==> config.mk <==
export PLATFORM = sky130hd
export DESIGN_NAME = distortion_pipe_flat
export DESIGN_NICKNAME = d
export VERILOG_FILES = /design/src/rtl/distortion_pipe_if.sv /design/src/rtl/distortion_pipe.sv /design/src/flat_wrapper.sv
export SDC_FILE = /design/constraint.sdc
export NUM_CORES = 2
export LEC_CHECK = 0
export BUFFER_PORTS_ARGS = -buffer_cell sky130_fd_sc_hd__buf_2
export CAP_MARGIN = 15
export CORE_ASPECT_RATIO = 1.1
export CORE_MARGIN = 2
export CORE_UTILIZATION = 45
export DETAILED_ROUTE_END_ITERATION = 10
export PLACE_DENSITY = 0.67
export SETUP_SLACK_MARGIN = 0.4
export SYNTH_ARGS = -nofsm -noshare
export SYNTH_HDL_FRONTEND = slang
export SYNTH_SLANG_ARGS = --single-unit
==> constraint.sdc <==
create_clock -name clk -period 10.7 [get_ports clk]
set_clock_uncertainty 0.05 [all_clocks]
set_input_delay 2.14 -clock clk [delete_from_list [all_inputs] [get_ports clk]]
set_output_delay 2.14 -clock clk [all_outputs]
set_load 0.02 [all_outputs]
==> src/rtl/distortion_pipe_if.sv <==
// Sample/parameter bus for the pipelined stereo distortion stage.
// The master drives samples and per-sample parameters; the slave returns processed pairs.
interface distortion_pipe_if #(
   parameter int unsigned DATA_W = 16,
   parameter int unsigned GAIN_W = 16
);
   logic                     in_valid;
   logic signed [DATA_W-1:0] left_in;
   logic signed [DATA_W-1:0] right_in;
   logic        [GAIN_W-1:0] gain;
   logic        [DATA_W-1:0] threshold;
   logic        [1:0]        mode;
   logic                     out_valid;
   logic signed [DATA_W-1:0] left_out;
   logic signed [DATA_W-1:0] right_out;

   modport master (
      output in_valid, left_in, right_in, gain, threshold, mode,
      input  out_valid, left_out, right_out
   );

   modport slave (
      input  in_valid, left_in, right_in, gain, threshold, mode,
      output out_valid, left_out, right_out
   );
endinterface

==> src/rtl/distortion_pipe.sv <==
// Pipelined stereo distortion: gain, then bypass / hard clip / soft clip, saturated to full scale.
// Fixed 3-cycle latency, one pair per cycle, with a saturating clip counter.
module distortion_pipe #(
   parameter int unsigned DATA_W    = 16,
   parameter int unsigned GAIN_W    = 16,
   parameter int unsigned GAIN_FRAC = 7,
   parameter int unsigned CNT_W     = 16
) (
   input  logic               clk,
   input  logic               reset,
   distortion_pipe_if.slave   bus,
   input  logic               clip_clear,
   output logic [CNT_W-1:0]   clip_count
);

   localparam int unsigned PW = DATA_W + GAIN_W + 1;
   localparam logic signed [PW-1:0] SMAX = $signed((PW'(1) << (DATA_W - 1)) - PW'(1));
   localparam logic signed [PW-1:0] SMIN = ~SMAX;

   // Stage 1: scaled product plus everything the later stages need from this sample
   logic                     s1_valid;
   logic signed [PW-1:0]     s1_p_l, s1_p_r;
   logic signed [DATA_W-1:0] s1_raw_l, s1_raw_r;
   logic        [DATA_W-1:0] s1_thr;
   logic        [1:0]        s1_mode;

   logic signed [PW-1:0] gain_ext, prod_l, prod_r;

   assign gain_ext = $signed(PW'(bus.gain));
   assign prod_l   = PW'(bus.left_in)  * gain_ext;
   assign prod_r   = PW'(bus.right_in) * gain_ext;

   always_ff @(posedge clk or posedge reset) begin
      if (reset) begin
         s1_valid <= 1'b0;
         s1_p_l   <= '0;
         s1_p_r   <= '0;
         s1_raw_l <= '0;
         s1_raw_r <= '0;
         s1_thr   <= '0;
         s1_mode  <= '0;
      end else begin
         s1_valid <= bus.in_valid;
         if (bus.in_valid) begin
            s1_p_l   <= prod_l >>> GAIN_FRAC;
            s1_p_r   <= prod_r >>> GAIN_FRAC;
            s1_raw_l <= bus.left_in;
            s1_raw_r <= bus.right_in;
            s1_thr   <= bus.threshold;
            s1_mode  <= bus.mode;
         end
      end
   end

   // Stage 2: shaping and saturation; mode 3 falls through to hard clip
   function automatic logic signed [DATA_W-1:0] shape(
      input logic signed [PW-1:0] p,
      input logic signed [PW-1:0] tc,
      input logic        [1:0]    m
   );
      logic signed [PW-1:0] mag;
      logic signed [PW-1:0] y;
      mag = p[PW-1] ? -p : p;
      y   = p;
      if (m == 2'd2) begin
         if (mag > tc) begin
            mag = tc + ((mag - tc) >>> 2);
            y   = p[PW-1] ? -mag : mag;
         end
      end else begin
         if (p > tc)       y = tc;
         else if (p < -tc) y = -tc;
      end
      if (y > SMAX)      y = SMAX;
      else if (y < SMIN) y = SMIN;
      return DATA_W'(y);
   endfunction

   logic signed [PW-1:0]     thr_ext, tc;
   logic signed [DATA_W-1:0] shp_l, shp_r;
   logic                     clip_c;

   always_comb begin
      thr_ext = $signed(PW'(s1_thr));
      tc      = (thr_ext > SMAX) ? SMAX : thr_ext;
      shp_l   = shape(s1_p_l, tc, s1_mode);
      shp_r   = shape(s1_p_r, tc, s1_mode);
      clip_c  = (s1_mode != 2'd0) &&
                ((PW'(shp_l) != s1_p_l) || (PW'(shp_r) != s1_p_r));
   end

   logic                     s2_valid;
   logic signed [DATA_W-1:0] s2_l, s2_r;
   logic                     s2_clip;

   always_ff @(posedge clk or posedge reset) begin
      if (reset) begin
         s2_valid <= 1'b0;
         s2_l     <= '0;
         s2_r     <= '0;
         s2_clip  <= 1'b0;
      end else begin
         s2_valid <= s1_valid;
         if (s1_valid) begin
            s2_l    <= (s1_mode == 2'd0) ? s1_raw_l : shp_l;
            s2_r    <= (s1_mode == 2'd0) ? s1_raw_r : shp_r;
            s2_clip <= clip_c;
         end
      end
   end

   // Stage 3: output registers hold their value between pulses
   logic out_clip;

   always_ff @(posedge clk or posedge reset) begin
      if (reset) begin
         bus.out_valid <= 1'b0;
         bus.left_out  <= '0;
         bus.right_out <= '0;
         out_clip      <= 1'b0;
      end else begin
         bus.out_valid <= s2_valid;
         if (s2_valid) begin
            bus.left_out  <= s2_l;
            bus.right_out <= s2_r;
            out_clip      <= s2_clip;
         end
      end
   end

   // Counts on the cycle after each clipped out_valid, so a clear in that cycle wins
   always_ff @(posedge clk or posedge reset) begin
      if (reset) begin
         clip_count <= '0;
      end else if (clip_clear) begin
         clip_count <= '0;
      end else if (bus.out_valid && out_clip && (clip_count != '1)) begin
         clip_count <= clip_count + CNT_W'(1);
      end
   end

endmodule
==> src/flat_wrapper.sv <==
// flat-port wrapper written by rule: the top's interface ports become plain ports
module distortion_pipe_flat 
#(
   parameter int unsigned DATA_W    = 16,
   parameter int unsigned GAIN_W    = 16,
   parameter int unsigned GAIN_FRAC = 7,
   parameter int unsigned CNT_W     = 16
)
  (clk, reset, clip_clear, clip_count, bus_in_valid, bus_left_in, bus_right_in, bus_gain, bus_threshold, bus_mode, bus_out_valid, bus_left_out, bus_right_out);
  distortion_pipe_if #(.DATA_W(DATA_W), .GAIN_W(GAIN_W)) bus_i ();
  input  logic clk;
  input  logic reset;
  input  logic clip_clear;
  output logic [CNT_W-1:0] clip_count;
  input wire logic [$bits(bus_i.in_valid)-1:0] bus_in_valid;
  input wire logic [$bits(bus_i.left_in)-1:0] bus_left_in;
  input wire logic [$bits(bus_i.right_in)-1:0] bus_right_in;
  input wire logic [$bits(bus_i.gain)-1:0] bus_gain;
  input wire logic [$bits(bus_i.threshold)-1:0] bus_threshold;
  input wire logic [$bits(bus_i.mode)-1:0] bus_mode;
  output wire logic [$bits(bus_i.out_valid)-1:0] bus_out_valid;
  output wire logic [$bits(bus_i.left_out)-1:0] bus_left_out;
  output wire logic [$bits(bus_i.right_out)-1:0] bus_right_out;
  assign bus_i.in_valid = bus_in_valid;
  assign bus_i.left_in = bus_left_in;
  assign bus_i.right_in = bus_right_in;
  assign bus_i.gain = bus_gain;
  assign bus_i.threshold = bus_threshold;
  assign bus_i.mode = bus_mode;
  assign bus_out_valid = bus_i.out_valid;
  assign bus_left_out = bus_i.left_out;
  assign bus_right_out = bus_i.right_out;
  distortion_pipe #(.DATA_W(DATA_W), .GAIN_W(GAIN_W), .GAIN_FRAC(GAIN_FRAC), .CNT_W(CNT_W)) u_core (.clk(clk), .reset(reset), .bus(bus_i), .clip_clear(clip_clear), .clip_count(clip_count));
endmodule
==> summary.txt <==
Critical path
  – Startpoint Class: flip-flop
  – Worst setup path startpoint: u_core.s1_p_r[2]
  – Crit path required time: 10,970 ps
  – CP Class: flip-flop to flip-flop
  – FF-to-FF setup slack: 1020 ps
  – Crit. End Element: flip-flop
  – Crit path max fanout: 18
  – FF-to-FF End: u_core.s2_clip
  – Cell mode on critical path: nand2_1
  – Worst reg-to-reg path cell count: 30
  – CP max stage cell: dfrtp_1
  – Max incr delay on CP: 670 ps
  – Reg2reg start: u_core.s1_p_r[2]
  – CP arrival: 9960 ps

Synthesis
  – Post-Syn Instances: 4,607
  – Post-Syn Area: 38,000 µm²
  – #FFs+latches synth: 187
  – Synth unique cells: 126
  – Post-synth EDFFs: 0
  – Async S/R FF share, synth: 1.00
  – Yosys warns: 0
  – Post-synthesis sequential area ratio: 0.123
  – Primary FF master, synth: dfrtp_1
  – Syn_area_per_cell: 8.25 µm²

Cells and area
  – Most common cell after layout, fill and taps aside: inv_1
  – Final antenna diode count: 0
  – Area grow syn2layout: 5.77%
  – Fin util: 0.481
  – Commonest non-fill, non-tap cells in the layout: inv_1, nand2_1, fa_1
  – Post-Layout Cell Count: 5,690
  – Nets: 5,364
  – Share of cells above drive strength 1: 0.0956

Clock network
  – Clock latency on the worst-skew pair: 480 ps
  – Clk slew on worst S/H paths: 80 ps
  – H-tree levels: 4
  – Num CTS Buffers: 17
  – CTS tree: done
  – Clock Path Buffers: 2
  – Clock tree root driver cell: clkbuf_16
  – Clock Sinks: 187

Drt
  – Routed WL per cell: 21.5 µm
  – First-pass DRT Iterations: 6
  – DR vias: 34.1k
  – Drc violations: 0
  – DRT iter0 DRCs: 3,004
  – Vias per cell: 5.99
  – Drt total wl: 122 mm
  – Routed Antenna Nets: 0

GRT
  – Antenna violations before repair: 3
  – Met3 global-route usage: 0.0384
  – Vias in the first global route: 33.4k
  – Global route hottest layer: met2
  – Gr ovfl total: 0
  – First-pass GRT wire length: 191 mm
  – Grt met2 use: 0.447
  – Pin count of the biggest net entering global routing: 69
  – GR Util met1: 0.389
  – GRT Overall Usage: 0.282

Die
  – Site Rows: 111
  – Core Area: 83,500 µm²
  – Die height: 309 µm
  – Initial Util: 0.455
  – Die area: 86,800 µm²
  – IO Count: 119
  – Die width: 281 µm

Hold path
  – Min-Delay Endpoint: u_core.bus.right_out[6]
  – HP Class: flip-flop to flip-flop
  – Worst hold path stage count: 1
  – Hold path start: u_core.s2_r[6]

STA
  – Fmax achieved: 103 MHz
  – RSZ-0062 raised after global routing: false
  – Final hold violation count: 0
  – Rel. slew slack: 0.217
  – Worst slew pin tran: 1170 ps
  – Tmin final: 9680 ps
  – Final setup TNS: 0 ps
  – Final setup viols: 0
  – Final slew viol count: 0
  – Final period utilization: 0.905

Status
  – Status: finished clean

Place
  – Post-Place Cells: 5,658
  – RePlAce Congestion: 0.981
  – Port Buffer Count: 118
  – Final HPWL DP: 95.3 mm

Run
  – Maxcap violations: 0
-- timing repair --
item | in CTS | in global routing
setup buffers | 0 | 0
endpoints found under the hold margin | 0 | 0
endpoints found under the setup margin | 0 | 1
hold buffers | 0 | 0
gates resized for setup | 0 | 1
-- final cells by class --
class / count / area [µm²]
repair buffers: 185 / 1110
fillers: 8177 / 43300
inverters: 590 / 2220
well taps: 1130 / 1410
clock buffers: 17 / 425
multi-input cells: 3566 / 30100
flip-flops and latches: 187 / 4680
clock inverters: 15 / 194
-- metal layers --
layer  share of wire  vias to the layer above
li1                -                    15500
met1            0.43                    16800
met3           0.084                      256
met4           0.041                        2
met2            0.45                     1526
met5         0.00016                        -
-- synthesized netlist by cell type (11+ instances only) --
cell type	count	area, µm²
inv_1	585	2200
nand2_1	511	1920
fa_1	386	7730
ha_1	361	4520
nor2_1	243	912
clkbuf_1	226	848
and2_1	215	1350
a21oi_1	199	996
dfrtp_1	187	4680
o21ai_0	180	901
xnor2_1	166	1450
mux2_2	113	1270
nand3_1	81	405
nor3_1	76	380
xor2_1	73	639
nand2b_1	66	413
o211ai_1	66	495
nand4_1	52	325
o31ai_1	43	323
a31oi_1	41	257
mux2i_1	41	410
a21o_1	38	285
or3_1	37	231
a211oi_1	35	263
nor2b_1	35	219
o21a_1	32	240
and3_1	29	181
nor4_1	29	181
or2_2	25	156
buf_1	23	86.3
o221ai_1	17	149
buf_2	16	80.1
o21bai_1	16	120
o22ai_1	16	100
or4_1	16	120
o21ai_1	15	75.1
o41ai_1	13	114
a211o_1	12	105
a22o_1	11	96.3
a31o_2	11	96.3
maj3_1	11	110
-- cell families (layout without fill, tap and decap cells) --
| family | count (synthesis) | after routing | synth area share |
|---|---|---|---|
| AOI/OAI and AO/OA | 916 | 916 | 0.166 |
| xor gates and xnor gates | 247 | 247 | 0.0593 |
| adders and majority gates | 760 | 760 | 0.326 |
| buffers and inverters | 859 | 807 | 0.0858 |
| DFF | 187 | 187 | 0.123 |
| muxes | 155 | 155 | 0.0446 |
| other | 2 | 7 | 0.000198 |
| and+or+nand+nor | 1481 | 1481 | 0.195 |
-- worst max-delay path: cells and delay by family (launching register included) --
kind,cells,cell delay (ps)
compound gates,11,2920
simple gates,15,4900
xor+xnor,2,240
fa+ha+maj,2,710
flops,1,670
-- sequential cells by signal, summed over array words and instances, names as in the netlist --
name	cells
u_core.s2_r	16
u_core.s1_raw_r	16
u_core.s2_clip	1
u_core.s1_thr	16
u_core.s1_mode	2
u_core.out_clip	1
u_core.s2_valid	1
u_core.s1_raw_l	16
u_core.s1_p_l	26
u_core.s1_valid	1
u_core.bus.out_valid	1
u_core.clip_count	16
u_core.bus.left_out	16
u_core.s2_l	16
u_core.s1_p_r	26
u_core.bus.right_out	16
-- per-stage QoR --
stage               instance area [µm²]  worst slack, ps  hold WS (ps)
finish                            40200             1020           457
global route                      40200              447           472
CTS                               40200             1030           458
detailed placement                39600              750           441
global placement                  39600              934           436
floorplan                         38000              879           302
-- worst max-delay path by stage --
stage | end | slack (ps) | depth (start not counted)
6_report | u_core.s2_clip | 1020 | 30
3_5_place_dp | u_core.s1_p_l[25] | 750 | 31
2_1_floorplan | u_core.s2_clip | 880 | 38
3_3_place_gp | u_core.s1_p_r[25] | 930 | 30
4_1_cts | u_core.s2_clip | 1030 | 32
5_1_grt | u_core.s2_clip | 450 | 31
Power is not shown: default switching activity piles up to over one toggle a cycle in this logic, so the estimate is an artifact.
